### src/rtl/spwm_pkg.sv
// Shared definitions for the SPWM generator channels.
// Contents: channel FSM state enum and default width/dead-time constants.
package spwm_pkg;

  // Channel sequencing: wait for start, address ROM, latch duty, run one carrier period.
  typedef enum logic [1:0] {
    StIdle  = 2'd0,
    StArm   = 2'd1,
    StFetch = 2'd2,
    StRun   = 2'd3
  } spwm_state_e;

  localparam int unsigned CNT_W_DEF    = 8;
  localparam int unsigned IDX_W_DEF    = 6;
  localparam int unsigned DEAD_CYC_DEF = 4;

endpackage

### src/rtl/spwm_channel_if.sv
// Control/status bundle between the SPWM sequencing FSM (master) and one
// half-cycle PWM channel (slave).
//   en, rst_syn, start, sample_idx : FSM -> channel
//   pwm, pwm_n, rdy, duty          : channel -> FSM / gate driver
interface spwm_channel_if #(
  parameter int unsigned CNT_W = 8,
  parameter int unsigned IDX_W = 6
);
  logic             en;
  logic             rst_syn;
  logic             start;
  logic [IDX_W-1:0] sample_idx;
  logic             pwm;
  logic             pwm_n;
  logic             rdy;
  logic [CNT_W-1:0] duty;

  modport master (
    output en, rst_syn, start, sample_idx,
    input  pwm, pwm_n, rdy, duty
  );

  modport slave (
    input  en, rst_syn, start, sample_idx,
    output pwm, pwm_n, rdy, duty
  );
endinterface

### src/rtl/spwm_sine_rom.sv
// Registered quarter-wave sine ROM, one clock of read latency.
// Entry i = round((2^CNT_W-1) * sin(pi*(i+1) / (2*2^IDX_W))); last entry is full scale.
//   clk    : clock
//   addr_i : quarter-wave sample index
//   data_o : duty value, valid the cycle after addr_i
module spwm_sine_rom #(
  parameter int unsigned CNT_W = 8,
  parameter int unsigned IDX_W = 6
) (
  input  logic             clk,
  input  logic [IDX_W-1:0] addr_i,
  output logic [CNT_W-1:0] data_o
);

  localparam int unsigned Depth     = 2 ** IDX_W;
  localparam real         Pi        = 3.14159265358979323846;
  localparam real         FullScale = $itor((2 ** CNT_W) - 1);

  logic [CNT_W-1:0] rom_tbl [Depth];

  // Table is folded to constants at elaboration; values are non-negative so +0.5 rounds.
  for (genvar i = 0; i < Depth; i++) begin : g_rom
    localparam real Amp = FullScale * $sin(Pi * $itor(i + 1) / $itor(2 * Depth));
    assign rom_tbl[i] = CNT_W'($rtoi(Amp + 0.5));
  end

  always_ff @(posedge clk) begin
    data_o <= rom_tbl[addr_i];
  end

endmodule

### src/rtl/spwm_channel.sv
// One half-cycle SPWM channel. Each accepted start fetches the sine duty for
// sample_idx and runs one 2^CNT_W-clock carrier period, pulsing rdy in its last clock.
//   clk, rst : clock, asynchronous active-high reset
//   ch_io    : slave side of spwm_channel_if (en, rst_syn, start, sample_idx in;
//              pwm, pwm_n, rdy, duty out)
// Optional: define SPWM_DEADTIME_EN to delay rising edges of pwm and the
// complementary pwm_n by DEAD_CYC clocks; otherwise pwm_n is tied 0.
module spwm_channel
  import spwm_pkg::*;
#(
  parameter int unsigned CNT_W    = CNT_W_DEF,
  parameter int unsigned IDX_W    = IDX_W_DEF,
  parameter int unsigned DEAD_CYC = DEAD_CYC_DEF
) (
  input logic          clk,
  input logic          rst,
  spwm_channel_if.slave ch_io
);

  localparam logic [CNT_W-1:0] CntMax = '1;

  spwm_state_e      state_q, state_d;
  logic [CNT_W-1:0] cnt_q, cnt_d;
  logic [CNT_W-1:0] duty_q, duty_d;
  logic [CNT_W-1:0] rom_q;
  logic             pwm_q, pwm_d;
  logic             rdy_q, rdy_d;
  logic             run_d, cmp_d;

  // ROM is read every clock; the value captured at the ARM->FETCH edge is the one used.
  spwm_sine_rom #(
    .CNT_W(CNT_W),
    .IDX_W(IDX_W)
  ) u_rom (
    .clk   (clk),
    .addr_i(ch_io.sample_idx),
    .data_o(rom_q)
  );

  always_comb begin
    state_d = state_q;
    cnt_d   = cnt_q;
    duty_d  = duty_q;
    if (ch_io.rst_syn || !ch_io.en) begin
      state_d = StIdle;
      cnt_d   = '0;
      duty_d  = '0;
    end else begin
      unique case (state_q)
        StIdle:  if (ch_io.start) state_d = StArm;
        StArm:   state_d = StFetch;
        StFetch: begin
          duty_d  = rom_q;
          cnt_d   = '0;
          state_d = StRun;
        end
        StRun: begin
          if (cnt_q == CntMax) begin
            state_d = StIdle;
            cnt_d   = '0;
          end else begin
            cnt_d = cnt_q + CNT_W'(1);
          end
        end
        default: state_d = StIdle;
      endcase
    end
  end

  // Outputs are decoded from next-state values and registered, so they line up
  // with state/cnt in the same cycle and cannot glitch.
  assign run_d = (state_d == StRun);
  assign cmp_d = run_d && (cnt_d < duty_d);
  assign rdy_d = run_d && (cnt_d == CntMax);

`ifdef SPWM_DEADTIME_EN
  localparam logic [CNT_W-1:0] DeadCyc = CNT_W'(DEAD_CYC);

  logic [CNT_W-1:0] hi_run_q, hi_run_d;
  logic [CNT_W-1:0] lo_run_q, lo_run_d;
  logic             pwm_n_q, pwm_n_d;
  logic             nraw_d;

  // Run-length counters saturate at DeadCyc+1; an output goes high only once its raw
  // level has held for more than DEAD_CYC clocks, so short pulses vanish entirely.
  always_comb begin
    nraw_d   = run_d && !cmp_d;
    hi_run_d = '0;
    lo_run_d = '0;
    if (cmp_d)  hi_run_d = (hi_run_q > DeadCyc) ? hi_run_q : hi_run_q + CNT_W'(1);
    if (nraw_d) lo_run_d = (lo_run_q > DeadCyc) ? lo_run_q : lo_run_q + CNT_W'(1);
    pwm_d   = cmp_d && (hi_run_d > DeadCyc);
    pwm_n_d = nraw_d && (lo_run_d > DeadCyc);
  end

  always_ff @(posedge clk or posedge rst) begin
    if (rst) begin
      hi_run_q <= '0;
      lo_run_q <= '0;
      pwm_n_q  <= 1'b0;
    end else begin
      hi_run_q <= hi_run_d;
      lo_run_q <= lo_run_d;
      pwm_n_q  <= pwm_n_d;
    end
  end

  assign ch_io.pwm_n = pwm_n_q;
`else
  assign pwm_d       = cmp_d;
  assign ch_io.pwm_n = 1'b0;
`endif

  always_ff @(posedge clk or posedge rst) begin
    if (rst) begin
      state_q <= StIdle;
      cnt_q   <= '0;
      duty_q  <= '0;
      pwm_q   <= 1'b0;
      rdy_q   <= 1'b0;
    end else begin
      state_q <= state_d;
      cnt_q   <= cnt_d;
      duty_q  <= duty_d;
      pwm_q   <= pwm_d;
      rdy_q   <= rdy_d;
    end
  end

  assign ch_io.pwm  = pwm_q;
  assign ch_io.rdy  = rdy_q;
  assign ch_io.duty = duty_q;

endmodule
### src/flat_wrapper.sv
// flat-port wrapper written by rule: the top's interface ports become plain ports
module spwm_channel_flat import spwm_pkg::*;
#(
  parameter int unsigned CNT_W    = CNT_W_DEF,
  parameter int unsigned IDX_W    = IDX_W_DEF,
  parameter int unsigned DEAD_CYC = DEAD_CYC_DEF
)
  (clk, rst, ch_io_en, ch_io_rst_syn, ch_io_start, ch_io_sample_idx, ch_io_pwm, ch_io_pwm_n, ch_io_rdy, ch_io_duty);
  spwm_channel_if #(.CNT_W(CNT_W), .IDX_W(IDX_W)) ch_io_i ();
  input logic clk;
  input logic rst;
  input wire logic [$bits(ch_io_i.en)-1:0] ch_io_en;
  input wire logic [$bits(ch_io_i.rst_syn)-1:0] ch_io_rst_syn;
  input wire logic [$bits(ch_io_i.start)-1:0] ch_io_start;
  input wire logic [$bits(ch_io_i.sample_idx)-1:0] ch_io_sample_idx;
  output wire logic [$bits(ch_io_i.pwm)-1:0] ch_io_pwm;
  output wire logic [$bits(ch_io_i.pwm_n)-1:0] ch_io_pwm_n;
  output wire logic [$bits(ch_io_i.rdy)-1:0] ch_io_rdy;
  output wire logic [$bits(ch_io_i.duty)-1:0] ch_io_duty;
  assign ch_io_i.en = ch_io_en;
  assign ch_io_i.rst_syn = ch_io_rst_syn;
  assign ch_io_i.start = ch_io_start;
  assign ch_io_i.sample_idx = ch_io_sample_idx;
  assign ch_io_pwm = ch_io_i.pwm;
  assign ch_io_pwm_n = ch_io_i.pwm_n;
  assign ch_io_rdy = ch_io_i.rdy;
  assign ch_io_duty = ch_io_i.duty;
  spwm_channel #(.CNT_W(CNT_W), .IDX_W(IDX_W), .DEAD_CYC(DEAD_CYC)) u_core (.clk(clk), .rst(rst), .ch_io(ch_io_i));
endmodule
### config.mk
export PLATFORM = sky130hd
export DESIGN_NAME = spwm_channel_flat
export DESIGN_NICKNAME = d
export VERILOG_FILES = /design/src/rtl/spwm_pkg.sv /design/src/rtl/spwm_channel_if.sv /design/src/rtl/spwm_sine_rom.sv /design/src/rtl/spwm_channel.sv /design/src/flat_wrapper.sv
export SDC_FILE = /design/constraint.sdc
export NUM_CORES = 1
export LEC_CHECK = 0
export ABC_AREA = 0
export CAP_MARGIN = 20
export CELL_PAD_IN_SITES_DETAIL_PLACEMENT = 0
export CELL_PAD_IN_SITES_GLOBAL_PLACEMENT = 2
export CORE_ASPECT_RATIO = 0.5
export CORE_UTILIZATION = 34
export DETAILED_ROUTE_END_ITERATION = 8
export GPL_TIMING_DRIVEN = 1
export PLACE_DENSITY_LB_ADDON = 0.08
export REMOVE_ABC_BUFFERS = 1
export SYNTH_ARGS = -nofsm -noshare
export SYNTH_HDL_FRONTEND = slang
export SYNTH_SLANG_ARGS = --single-unit
### constraint.sdc
create_clock -name clk -period 3.25 [get_ports clk]
set_input_delay 0.65 -clock clk [delete_from_list [all_inputs] [get_ports clk]]
set_output_delay 0.65 -clock clk [all_outputs]
set_load 0.005 [all_outputs]
# --- Word level (Yosys, flattened, before mapping) ---
# Memories as Yosys holds them, arrays and structs flattened. A register that Yosys moved wholly into a read port is not among the register bits.
# Cells that the tools add are included.
# W data, S select, Z words.
classes:
  addsub: 1
  magnitude_cmp: 1
  n_eq_ne: 6
  n_mux: 9
  n_bitwise: 1
  reduce_logical: 5
op_table:
  columns: ["op", "count"]
  rows:
  - ["$mux W8", 4]
  - ["$eq A8 B8 Y1 const B", 2]
  - ["$pmux W8 S2", 1]
  - ["$add A8 B1 Y8 const B", 1]
  - ["$lt A8 B8 Y1", 1]
  - ["$pmux W2 S4", 1]
  - ["$not A6 Y7", 1]
  - ["$eq A2 B2 Y1 const B", 3]
  - ["$mux W2", 3]
  - ["$eq A2 B1 Y1 const B", 1]
  - ["$logic_and A1 B1 Y1", 2]
  - ["$logic_not A2 Y1", 1]
  - ["$logic_not A1 Y1", 1]
  - ["$logic_or A1 B1 Y1", 1]
word_totals:
  reg_bits: 20
  rom_bits: 512
  inputBits: 11
  output_inout_bits: 11
  word_cells: 29
  n_memories: 1
mem_list:
  columns: ["name", "words", "width", "read_ports", "rd_clocked_by_memory_dff", "wr", "line", "source"]
  rows:
  - ["(name not given)", 64, 8, 1, 1, 0, "spwm_sine_rom.sv:28", "data_o <= rom_tbl[addr_i];"]

# --- Depth between registers and ports, before layout ---
logic_depth:
  depth_word: 6
  depth_mapped: 15
  ltp_nobuf: 14

# --- Hierarchy ---
# A second synthesis with hierarchy kept.
hier_totals:
  hier_cells: 241
  hier_area_um2: 2065.7
modules_own_cells:
  columns: ["mod", "n_inst", "cells_per_inst", "area_each_um2", "seq_area_each_um2"]
  rows:
  - ["spwm_channel", 1, 123, 1189.9, 500.5]
  - ["spwm_sine_rom", 1, 118, 875.8, 160.2]

# --- Worst setup path before layout ---
# OpenSTA, ideal clock, no wires.
synth_timing:
  path_type: "input to register"
  start: "input port ch_io_sample_idx[1]"
  end: "register u_core.u_rom.data_o[2]"
  setup_time_ps: 134
  arrival_ps: 2387
  required_ps: 3116
  setup_slack_ps: 728
  cell_stages: 7
  n_path_buf: 2
  cell_sequence: "clkbuf_1 -> inv_1 -> ha_1 -> clkbuf_1 -> or3_1 -> a31o_1 -> mux4_2"
synth_via:
  elab_chain_len: 1
synth_rtl:
  columns: ["item", "line", "source"]
  rows:
  - ["start: declaration", "flat_wrapper.sv:15", "input wire logic [$bits(ch_io_i.sample_idx)-1:0] ch_io_sample_idx;"]
  - ["$not A6 Y7 (implied by the code)", "spwm_sine_rom.sv:28", null]
  - ["end: declaration", "spwm_sine_rom.sv:12", "output logic [CNT_W-1:0] data_o"]
# Every way passes these cells.

# --- Final worst setup path ---
layout_timing:
  start: "register u_core.cnt_q[0]"
  end: "register u_core.pwm_q, in the netlist u_core.ch_io.pwm"
layout_via:
  elab_chain_len: 6
  elab_cells_between_ends: 11
  cone_classes: "1 x add/sub; 1 x order compare; 2 x eq/ne; 6 x mux; 1 x reduce/logical"
layout_rtl:
  columns: ["item", "line", "source"]
  rows:
  - ["start: declaration", "spwm_channel.sv:23", "logic [CNT_W-1:0] cnt_q, cnt_d;"]
  - ["start signal: assignment", "spwm_channel.sv:123", "cnt_q <= cnt_d;"]
  - ["$add A8 B1 Y8 / $eq A8 B8 Y1 (equally long branches)", "spwm_channel.sv:62, spwm_channel.sv:58", null]
  - ["$mux W8 (*)", "spwm_channel.sv:58", "if (cnt_q == CntMax) begin"]
  - ["$pmux W8 S2 (*)", "spwm_channel.sv:49", "unique case (state_q)"]
  - ["$mux W8 (*)", "spwm_channel.sv:44", "if (ch_io.rst_syn || !ch_io.en) begin"]
  - ["named net u_core.cnt_d[5]", "spwm_channel.sv:23", null]
  - ["$lt A8 B8 Y1 (*)", "spwm_channel.sv:73", "assign cmp_d = run_d && (cnt_d < duty_d);"]
  - ["$logic_and A1 B1 Y1 (*)", "spwm_channel.sv:73", null]
  - ["named net u_core.cmp_d", "spwm_channel.sv:28", "logic run_d, cmp_d;"]
  - ["end signal: assignment", "spwm_channel.sv:125", "pwm_q <= pwm_d;"]
  - ["end: declaration", "spwm_channel.sv:26", "logic pwm_q, pwm_d;"]
# The timed path passes the listed nets; every way through them passes the cells marked *.

==> results.md <==
- Post-CTS Setup Repair Bufs: 0
- Area Overhead vs Synth: 18.7%
- Part of the power in the clock network: 38.9%
- Pins Over Slew Limit: 0
- Post-synth cell types: 58
- Fmax: 0.351 GHz
- Final min period: 2.85 ns
- Met1 Resource Use GR: 23.9%
- Pleak: 1.03 nW
- WP data arrival: 3.02 ns
- Post-DP HPWL: 3820 µm
- Final setup viols: 0
- Global-route layer with the greatest usage: met2
- Pin count of the biggest net entering global routing: 22
- Comb pwr share: 16.9%
- WS Path Type: reg -> reg
- Global-route wire length before repair: 8830 µm
- Most frequent cells after synthesis: nand2_1, nor2_1, o21ai_0, dfrtp_1, a21oi_1
- Setup TNS: 0 ns
- # diodes: 0
- Sw power: 0.000194 W
- Top Ports: 22
- Share of cells above drive strength 1: 11.3%
- H-tree levels: 1
- Initial Utilization: 36.9%
- Buffers on Ports: 20
- GRT met3 Usage: 1.67%
- Via count: 1880
- Full die area: 0.00652 mm²
- Critical Path Start Type: flop
- Seq cells post-synth: 28
- Router iterations before antenna repair: 4
- Final Cycle Share: 87.6%
- Status: finished clean
- Clock Pin Slew Worst Setup and Hold Paths: 0.06 ns
- Post-CTS Hold Buffers: 0
- Initial antenna violation count: 0
- Worst hold start: u_core.u_rom.data_o[0]
- CTS Sinks: 28
- Main synth FF type: dfrtp_1
- Main area contributors after synthesis: dfrtp_1, ha_1, dfxtp_1, o21ai_0, nand2_1
- Hold_ws: 0.577 ns
- CP Max Fanout: 6
- Die H: 57.6 µm
- CTS max path bufs: 2
- Worst-Margin Slew: 0.787 ns
- Area after DPL: 0.00240 mm²
- Dpl cells: 343
- CTS Buf Count: 3
- RSZ-0062 raised after global routing: no
- Skew final: 0.00227 ns
- Area leader, netlist: dfrtp_1
- Internal: 0.000635 W
- Synth warnings: 0
- Register share of total power: 44.1%
- CTS tree: built
- Number of global-route vias before repair: 1831
- Die W: 113 µm
- DR iter-0 viols: 100
- GRT overflow: 0
- Worst Hold Class: reg -> reg
- Pwr dens: 332 mW/mm²
- Routed wire length: 5150 µm
- Most frequent cell after synthesis: nand2_1
- EDFF count, synth: 0
- Cell area after layout: 0.00250 mm²
- Setup crit end kind: flop
- Tot Pwr: 0.000829 W
- Routability cong.: 0.793
- Top cell type's share of synthesized area: 23.8%
- CORE AREA: 0.00571 mm²
- Post-route ant nets: 0
- Cells after synthesis: 256
- Root Buffer: clkbuf_16
- Maximum vdd drop: 0.000187 V
- Routing usage on met2: 28.8%
- Max cap viols: 0
- Origin of the worst setup path: u_core.cnt_q[0]
- Nets: 300
- DR vias/cell: 5.42
- Total GRT Usage: 16.9%
- Worst skew pair latency: 0.26 ns
- Hold violation total from the final report: 0
- Post-CTS resize count: 0
- Switching power share of the total: 23.4%
- Post-route DRC: 0
- Post-synth design cell area: 0.00210 mm²
- CP Data Required Time: 3.42 ns
- Syn avg cell area: 8.22 µm²
- Seq/Total Area, Yosys: 31.4%
- Wire per inst: 14.8 µm
- Reg-to-Reg Start: u_core.cnt_q[0]
- FP Rows: 19
- Rel. slew slack: 47.5%
- Fin cells: 347
- Post-synth ARST share: 71.4%
- Filler cells: 580
==> metrics by stage <==
step | worst slack (ns) | utilization (%)
final | 0.405 | 43.8
after global routing | 0.207 | 43.8
after CTS | 0.404 | 43.8
after detailed placement | 0.203 | 42.0
after global placement | 0.370 | 42.0
after floorplan | 0.793 | -
==> cell families (layout without fill, tap and decap cells) <==
logic type | after synthesis | after routing | share of synthesized area (%)
AND/OR/NAND/NOR | 93 | 93 | 22.4
other | 1 | 1 | 0.178
flip-flops | 28 | 28 | 31.4
AO/OA/AOI/OAI | 73 | 73 | 22.7
multiplexers | 11 | 11 | 6.48
buffers and inverters | 32 | 50 | 6.72
adder cells (fa/ha/maj) | 15 | 15 | 8.80
XOR/XNOR | 3 | 3 | 1.25
==> placed cells by master, fill, tap and decap left out, drive strengths merged, types with 5 or more instances in the layout <==
master         instances
a211oi                 5
a21oi                 19
buf                   12
clkdlybuf4s50         20
dfrtp                 20
dfxtp                  8
ha                    14
inv                   13
mux2i                  8
nand2                 27
nand2b                11
nand3                  7
nor2                  24
nor3                   5
o21ai                 22
==> flip-flops by register name, summed over array words and instances, names as in the netlist <==
name,flops
u_core.ch_io.duty,8
u_core.cnt_q,8
u_core.u_rom.data_o,8
u_core.state_q,2
u_core.ch_io.pwm,1
u_core.ch_io.rdy,1
==> final cells by class <==
cell class                      count  area, µm²  share of cell area (%)
Multi-Input combinational cell    196       1300                    52.1
Sequential cell                    28        661                    26.5
Tap cell                           73       91.3                    3.66
Clock buffer                        4        100                    4.01
Inverter                           14       52.6                    2.11
Timing Repair Buffer               32        290                    11.6
==> metal layers <==
metal,wire length (µm),vias up
met2,2350,31
met4,27,0
met3,136,2
met1,2640,897
li1,-,950
met5,0,-
==> worst max-delay path: stages (launching register included) <==
cell and delay, ns:
dfrtp_1 0.43, ha_1 0.29, and4_4 0.30, nand2_1 0.15, nand2_1 0.11, o22ai_1 0.08, a22oi_1 0.16, nor2_1 0.10
ha_1 0.31, nand3_1 0.11, nor2_1 0.05, o21ai_0 0.07, o22ai_1 0.11, mux2_2 0.29, a211oi_2 0.21
==> power groups by stage <==
stage | clock (W) | combinational [W] | sequential, W
3_5_place_dp | 0 | 0.000141 | 0.000373
3_3_place_gp | 0 | 0.000140 | 0.000373
4_1_cts | 0.000334 | 0.000141 | 0.000366
2_1_floorplan | 0 | 0.0000764 | 0.000372
6_report | 0.000323 | 0.000140 | 0.000366
5_1_grt | 0.000347 | 0.000158 | 0.000367
==> worst paths after layout <==
kind                                        endpoint  slack [ns]  depth (start not counted)
max in group asynchronous            u_core.cnt_q[4]        1.92                          2
worst min register to register  u_core.ch_io.duty[0]        0.58                          2
worst max-delay path                u_core.ch_io.pwm        0.40                         14
min in group asynchronous       u_core.ch_io.duty[0]        0.84                          2
worst max register to register      u_core.ch_io.pwm        0.40                         14
worst min-delay path            u_core.ch_io.duty[0]        0.58                          2
Note: power is estimated with default switching activity, not from simulation.
